`src/rtl/bg_cal_ctrl.sv`:
```
// bg_cal_ctrl: bandgap power-on sequencer followed by coarse then fine chopped SAR calibration.
module bg_cal_ctrl #(
  parameter int STARTUP = 8,
  parameter int SETTLE  = 4
) (
  input  logic       clk,
  input  logic       reset,
  input  logic       cmp_o,
  output logic [7:0] ib,
  output logic [7:0] ibf,
  output logic       res_n,
  output logic [7:0] diode,
  output logic [3:0] idac_o,
  output logic [2:0] state,
  output logic [1:0] c1,
  output logic [1:0] c2,
  output logic       coarse,
  output logic       valid
);
  typedef enum logic [2:0] {IDLE = 3'd0, INIT = 3'd1, COARSE = 3'd2, FINE = 3'd3, DONE = 3'd4} state_t;
  localparam logic [15:0] ST_END = 16'(STARTUP - 1);
  localparam logic [15:0] SE_END = 16'(SETTLE - 1);
  state_t      state_q;
  logic [7:0]  ib_q, ibf_q, diode_q, mask, code_d;
  logic [3:0]  idac_q;
  logic [1:0]  c1_q, c2_q;
  logic [15:0] cnt_q;
  logic [2:0]  bit_q;
  logic        res_n_q, coarse_q, valid_q, s1_q, s2_q, a_q, ph_q, clr;
  // Trial bit is already set: clear it only on a clean a=0/b=1 chop pair, then arm the next bit.
  always_comb begin
    mask   = 8'd1 << bit_q;
    clr    = !a_q && s2_q;
    code_d = ((state_q == COARSE ? ib_q : ibf_q) & ~(clr ? mask : 8'h00)) | (mask >> 1);
  end
  always_ff @(posedge clk) begin
    if (reset) begin
      state_q  <= IDLE;
      ib_q     <= 8'h00;
      ibf_q    <= 8'h00;
      res_n_q  <= 1'b1;
      diode_q  <= 8'h00;
      idac_q   <= 4'hF;
      c1_q     <= 2'b00;
      c2_q     <= 2'b00;
      coarse_q <= 1'b0;
      valid_q  <= 1'b0;
      s1_q     <= 1'b0;
      s2_q     <= 1'b0;
      a_q      <= 1'b0;
      ph_q     <= 1'b0;
      cnt_q    <= 16'd0;
      bit_q    <= 3'd0;
    end else begin
      s1_q <= cmp_o;
      s2_q <= s1_q;
      case (state_q)
        IDLE: begin
          state_q <= INIT;
          cnt_q   <= 16'd0;
          idac_q  <= 4'hE;
          diode_q <= 8'h01;
          res_n_q <= 1'b1;
        end
        INIT: begin
          cnt_q <= cnt_q + 16'd1;
          if (cnt_q == ST_END) begin
            state_q  <= COARSE;
            ib_q     <= 8'h80;
            bit_q    <= 3'd7;
            cnt_q    <= 16'd0;
            ph_q     <= 1'b0;
            coarse_q <= 1'b1;
            c1_q     <= 2'b01;
            c2_q     <= 2'b10;
          end
        end
        COARSE, FINE: begin
          cnt_q <= cnt_q + 16'd1;
          if (cnt_q == SE_END) begin
            cnt_q <= 16'd0;
            ph_q  <= !ph_q;
            c1_q  <= ph_q ? 2'b01 : 2'b10;
            c2_q  <= ph_q ? 2'b10 : 2'b01;
            if (!ph_q) a_q <= s2_q;
            else begin
              bit_q <= bit_q - 3'd1;
              if (state_q == COARSE) ib_q <= code_d;
              else ibf_q <= code_d;
              if (bit_q == 3'd0 && state_q == COARSE) begin
                state_q  <= FINE;
                ibf_q    <= 8'h80;
                coarse_q <= 1'b0;
                idac_q   <= 4'hD;
                diode_q  <= 8'hFF;
                res_n_q  <= 1'b0;
              end else if (bit_q == 3'd0) begin
                state_q <= DONE;
                valid_q <= 1'b1;
                idac_q  <= 4'hB;
                c1_q    <= 2'b00;
                c2_q    <= 2'b00;
              end
            end
          end
        end
        DONE: state_q <= DONE;
        default: state_q <= IDLE;
      endcase
    end
  end
  assign state  = state_q;
  assign ib     = ib_q;
  assign ibf    = ibf_q;
  assign res_n  = res_n_q;
  assign diode  = diode_q;
  assign idac_o = idac_q;
  assign c1     = c1_q;
  assign c2     = c2_q;
  assign coarse = coarse_q;
  assign valid  = valid_q;
endmodule

```
`config.mk`:
```
export PLATFORM = sky130hd
export DESIGN_NAME = bg_cal_ctrl
export DESIGN_NICKNAME = d
export VERILOG_FILES = /design/src/rtl/bg_cal_ctrl.sv
export SDC_FILE = /design/constraint.sdc
export NUM_CORES = 1
export LEC_CHECK = 0
export ABC_AREA = 1
export CORE_MARGIN = 2
export CORE_UTILIZATION = 51
export CTS_BUF_LIST = sky130_fd_sc_hd__clkbuf_2
export CTS_CLUSTER_DIAMETER = 50
export DETAILED_ROUTE_END_ITERATION = 6
export PLACE_DENSITY_LB_ADDON = 0.05
export SETUP_SLACK_MARGIN = 0.2
export SLEW_MARGIN = 20
export SYNTH_ARGS = -nofsm -noshare
export SYNTH_HDL_FRONTEND = slang
export SYNTH_SLANG_ARGS = --single-unit
```
`constraint.sdc`:
```
create_clock -name clk -period 1.5 [get_ports clk]
set_input_delay 0.15 -clock clk [delete_from_list [all_inputs] [get_ports clk]]
set_output_delay 0.15 -clock clk [all_outputs]
set_load 0.005 [all_outputs]
```
==> results of run 1 <==
## report_power, final
| group | internal, µW | total, µW | switching [µW] | leakage, µW |
|---|---|---|---|---|
| registers | 1620 | 1790 | 173 | 0.000431 |
| logic | 2140 | 5060 | 2920 | 0.00156 |
| clock network | 112 | 554 | 442 | 0.0000281 |
## per-stage QoR
stage / hold WS [ns] / power, µW
6_report: 0.220 / 7410
5_1_grt: 0.193 / 7860
3_5_place_dp: 0.411 / 5050
4_1_cts: 0.211 / 6260
3_3_place_gp: 0.394 / 4990
2_1_floorplan: 0.257 / 3880
## area by class of cell
type	instances	area, µm²
multi-input combinational	304	2030
sequential	51	1080
timing repair buffer	126	1060
fill	287	671
inverter	56	233
tap	70	87.6
clock buffer	6	30.0
clock inverter	2	7.51
## worst min path at each step
stage | start | to | slack, ns | cells past startpoint
after detailed placement | s1_q | s2_q | 0.41 | 2
after global routing | cmp_o | s1_q | 0.19 | 3
final | cmp_o | s1_q | 0.22 | 3
after global placement | s1_q | s2_q | 0.39 | 2
after CTS | cmp_o | s1_q | 0.21 | 3
after floorplan | cmp_o | s1_q | 0.26 | 2
## critical path, stage by stage (launching register included)
cell	delay [ns]
dfxtp_1	0.38
nor2_1	0.11
nand2_1	0.12
nor2_4	0.17
nand2_4	0.14
nor2_4	0.18
inv_2	0.06
nand2_4	0.09
nand2_4	0.06
inv_1	0.08
nand2_1	0.08
nand3_1	0.11
## cell usage after synthesis (all sizes together)
cell    instances
nand4           9
nand3          44
buf            14
a22oi           1
xor2            4
or2             1
o31ai           1
o21bai          2
a31o            1
o22ai           1
inv            54
nor2           57
o21ai           7
ha              6
o211ai          1
conb            1
clkinv          2
xnor2           1
a21oi          29
clkbuf          5
nor3            4
nand2         134
dfxtp          51
## timing repair
item / CTS / global route
pin swaps: 36 / 48
buffers inserted: 29 / 15
gates resized for setup: 165 / 97
endpoints found under the setup margin: 85 / 51
## registers in the layout, summed over array words and instances, names as in the netlist
register / cells
diode: 2
ib: 8
coarse: 1
bit_q: 3
ibf: 8
cnt_q: 16
c1: 1
a_q: 1
res_n: 1
s2_q: 1
s1_q: 1
idac_o: 3
state: 3
ph_q: 1
valid: 1
## logic make-up after synthesis
kind of cell,Yosys count,share of synthesized area (%)
xor+xnor,5,1.56
flops,51,36.4
buf+inv,75,11.9
compound gates,43,8.84
simple gates,249,38.4
fa+ha+maj,6,2.68
other cells,1,0.134
## routing by layer
layer	track usage, %	part of all wire, %
met2	50.2	52
met3	3.68	5.5
met1	31.5	37
met4	9.82	4.6
met5	0	0
==> flow_summary.toml, run 1 <==
[global_routing]
grt_pass1_vias = 3045
grt_pass1_wl_mm = 13.4
grt_usage_pct = 27.0
overflow = 0
grt_max_degree = 20
grt_antenna_before_repair = 0

[final_layout]
stdcell_count = 615
num_antenna_cells = 0
finish.utilization_pct = 87.1
drive_gt1_share_pct = 52.3
fin_area_um2 = 4530
fin_nets = 553
layout_commonest_cell = "nand2_1"
areaGrowthSynthToFinish_pct = 61.9
final_cell_mix = "nand2_1, buf_4, inv_1"

[placement]
place_ws_ns = -0.0598
place_inst = 563
gp_congestion = 0.881
placed_area_um2 = 3560
dp_hpwl_mm = 5.40
portBuffers = 39

[logic_synthesis]
syn_area_um2 = 2800
yosysSeqAreaShare_pct = 36.4
syn_inst = 430
ys_ff_latch = 51
synth.top_cell.area_share_pct = 36.4
syn_nets = 439
synth_cell_types = 35
avgSynthCellArea_um2 = 6.51
yosys.area.top_type = "dfxtp_1"
synth_area_leaders = "dfxtp_1, nand2_1, nand3_1"
yosysWarnings = 0

[die]
die_x_um = 78.1
io_pins = 41
start_util_pct = 53.8
core_um2 = 5200
dieArea_um2 = 6100
rows = 26
die_h_um = 78.1

[timing]
finalHoldViolations = 0
fin_skew_ns = 0.0366
setup_ws_ns = -0.147
grt_setup_unrepaired = "yes"
setup_violations = 41
clock.fmax_ghz = 0.607
slew_violations = 0
period_share_pct = 110
finalSetupTns_ns = -1.93
min_period_ns = 1.65

[setup_path]
end_kind = "flop"
reg2reg_slack_ns = -0.15
startpoint_type = "flop"
crit_path_start = "cnt_q[8]"
cp_max_fo = 5
arrival_ns = 2.02
cp.required_ns = 1.87
reg2reg_depth = 11
path_class = "reg2reg"
r2r-start = "cnt_q[8]"
endpoint = "idac_o[1]"
reg2reg_to = "idac_o[1]"

[run_status]
failed_checks = "negative setup slack"
status = "finished, violations left"

[job]
cap_violations = 0

[power]
p_per_area_nw_per_um2 = 1630
p_leak_uw = 0.00202
peakVddDrop_uv = 1250

[cts]
clock_latency_ns = 0.45
clock-sinks = 51
cts_buffer_depth = 2
h-tree-depth = 2
holdBufCountCts = 0
root_buffer = "clkbuf_2"
cts_tree = "yes"
path_clk_slew_ns = 0.24
cts_buffers = 5

[detailed_routing]
drtIter0Drc = 299
drc = 0
detail_route.vias_per_cell = 5.53
wl_per_cell_um = 15.7
firstDrtPassIters = 5
ant_nets = 0
vias = 3403
wirelength_mm = 9.65

[worst_hold_path]
worstHoldPathType = "in2reg"
Power figures use the tool's default switching activity.
==> run 2: changes to the inputs <==
Settings changed: CTS_CLUSTER_DIAMETER 50 to unset, GPL_ROUTABILITY_DRIVEN set to 0.
==> flow_summary.toml, run 2 (synthesis results as in run 1) <==
[run_status]
status = "finished, violations left"
failed_checks = "negative setup slack"

[timing]
setup_violations = 45
grt_setup_unrepaired = "yes"
period_share_pct = 107
setup_ws_ns = -0.106
clock.fmax_ghz = 0.623
holdWs_ns = 0.204
slew_violations = 0
finalSetupTns_ns = -2.34
finalHoldViolations = 0
fin_skew_ns = 0.0199
min_period_ns = 1.61

[setup_path]
r2r-start = "cnt_q[1]"
reg2reg_depth = 11
cp_max_fo = 7
reg2reg_slack_ns = -0.11
critPathBufInv = 2
startpoint_type = "flop"
cp.required_ns = 1.90
arrival_ns = 2.00
end_kind = "flop"
max_stage_delay_ns = 0.41
crit_cells = 11
path_class = "reg2reg"
endpoint = "ib[0]"
worst_path_most_repeated_cell = "nand2_2"
crit_slowest_cell = "dfxtp_2"
crit_path_start = "cnt_q[1]"
crit_chain = "ha_4, nand2_2, inv_1, nand2_1, nor2_1, nand2_2, a21oi_4, buf_6, nand3_2, nand2_2, nor2_2"
critPathTopFamily = "simple AND/OR/NAND/NOR gates"
reg2reg_to = "ib[0]"

[job]
cap_violations = 0

[die]
die_h_um = 78.1
start_util_pct = 53.8
rows = 26
die_x_um = 78.1
dieArea_um2 = 6100
io_pins = 41
core_um2 = 5200

[final_layout]
num_antenna_cells = 0
largest_register_ffs = 16
nFillCells = 309
areaGrowthSynthToFinish_pct = 56.5
finish.utilization_pct = 84.3
layout_commonest_cell = "nand2_1"
drive_gt1_share_pct = 48.7
final_cell_mix = "nand2_1, buf_4, nor2_1"
max_flop_register = "cnt_q"
fin_nets = 554

[detailed_routing]
wl_per_cell_um = 15.2
drtIter0Drc = 239
vias = 3307
firstDrtPassIters = 5
detail_route.vias_per_cell = 5.37
drc = 0
ant_nets = 0
wirelength_mm = 9.36

[power]
p_leak_uw = 0.00202
finalPower_uw = 7360
p_per_area_nw_per_um2 = 1680
peakVddDrop_uv = 1080

[cts]
h-tree-depth = 2
cts_buffers = 5
path_clk_slew_ns = 0.26
clock-sinks = 51
holdBufCountCts = 0
cts_buffer_depth = 2
root_buffer = "clkbuf_2"
cts_tree = "yes"
clock_latency_ns = 0.46

[global_routing]
overflow = 0
grt_usage_pct = 27.9
grt_antenna_before_repair = 0
grt_max_degree = 20
grt_pass1_vias = 3130
grt_pass1_wl_mm = 13.7

[worst_hold_path]
worstHoldPathType = "in2reg"

[placement]
dp_hpwl_mm = 5.12
portBuffers = 39
place_ws_ns = -0.0623
## run 2: changes by cell type in the layout (fill, tap and decap cells not counted), sizes merged
cell / before / now
dlygate4sd2: 28 / 26
clkdlybuf4s15: 1 / 0
clkbuf: 6 / 7
buf: 95 / 98
## run 2: repair_timing
action | in CTS | in global routing
pin swaps | 38 | 30
buffers inserted | 36 | 9
resized for setup | 161 | 68
endpoints found under the setup margin | 85 | 51
## run 2: layout make-up
| class | instances | area, µm² | area share, % |
|---|---|---|---|
| Timing Repair Buffer | 127 | 1070 | 24.3 |
| Clock buffer | 6 | 30.0 | 0.685 |
| Clock inverter | 2 | 7.51 | 0.171 |
| Sequential cell | 51 | 1080 | 24.5 |
| Multi-Input combinational cell | 304 | 1880 | 43.0 |
| Inverter | 56 | 233 | 5.31 |
| Tap cell | 70 | 87.6 | 2.00 |
## run 2: worst reg2reg max path, cell delays in order (launching register included)
cell	delay, ns
dfxtp_2	0.41
ha_4	0.15
nand2_2	0.06
inv_1	0.06
nand2_1	0.05
nor2_1	0.15
nand2_2	0.12
a21oi_4	0.20
buf_6	0.18
nand3_2	0.09
nand2_2	0.06
nor2_2	0.03
## run 2: through the flow
step / cells / instance area, µm²
finish: 616 / 4390
global route: 616 / 4390
CTS: 607 / 4100
detailed placement: 563 / 3560
global placement: 563 / 3560
floorplan: 430 / 2880
## run 2: report_power, final
group,internal (µW),switching (µW)
clock,112,447
sequential,1620,154
combinational,2160,2870
total,3890,3470
## run 2: per-layer routing
layer  wire (µm)  up-vias  GRT usage [%]
met3         433       42           3.56
met4         379        0           14.7
met5           0        -              0
met2        4900      135           51.6
li1            -     1575              -
met1        3660     1555           30.9
## run 2: worst min path at each step
stage          slack, ns  startpoint   end  depth (start not counted)
2_1_floorplan       0.26       cmp_o  s1_q                          2
3_3_place_gp        0.40        s1_q  s2_q                          2
3_5_place_dp        0.40        s1_q  s2_q                          2
4_1_cts             0.22       cmp_o  s1_q                          3
5_1_grt             0.21       cmp_o  s1_q                          3
6_report            0.20       cmp_o  s1_q                          3
==> run 3: changes to the inputs <==
Settings changed: ABC_CLOCK_PERIOD_IN_PS set to 1500, CTS_CLUSTER_SIZE set to 8.
==> results of run 3 <==
Same layout as run 2: the final DEF is identical, and so are final timing and power.
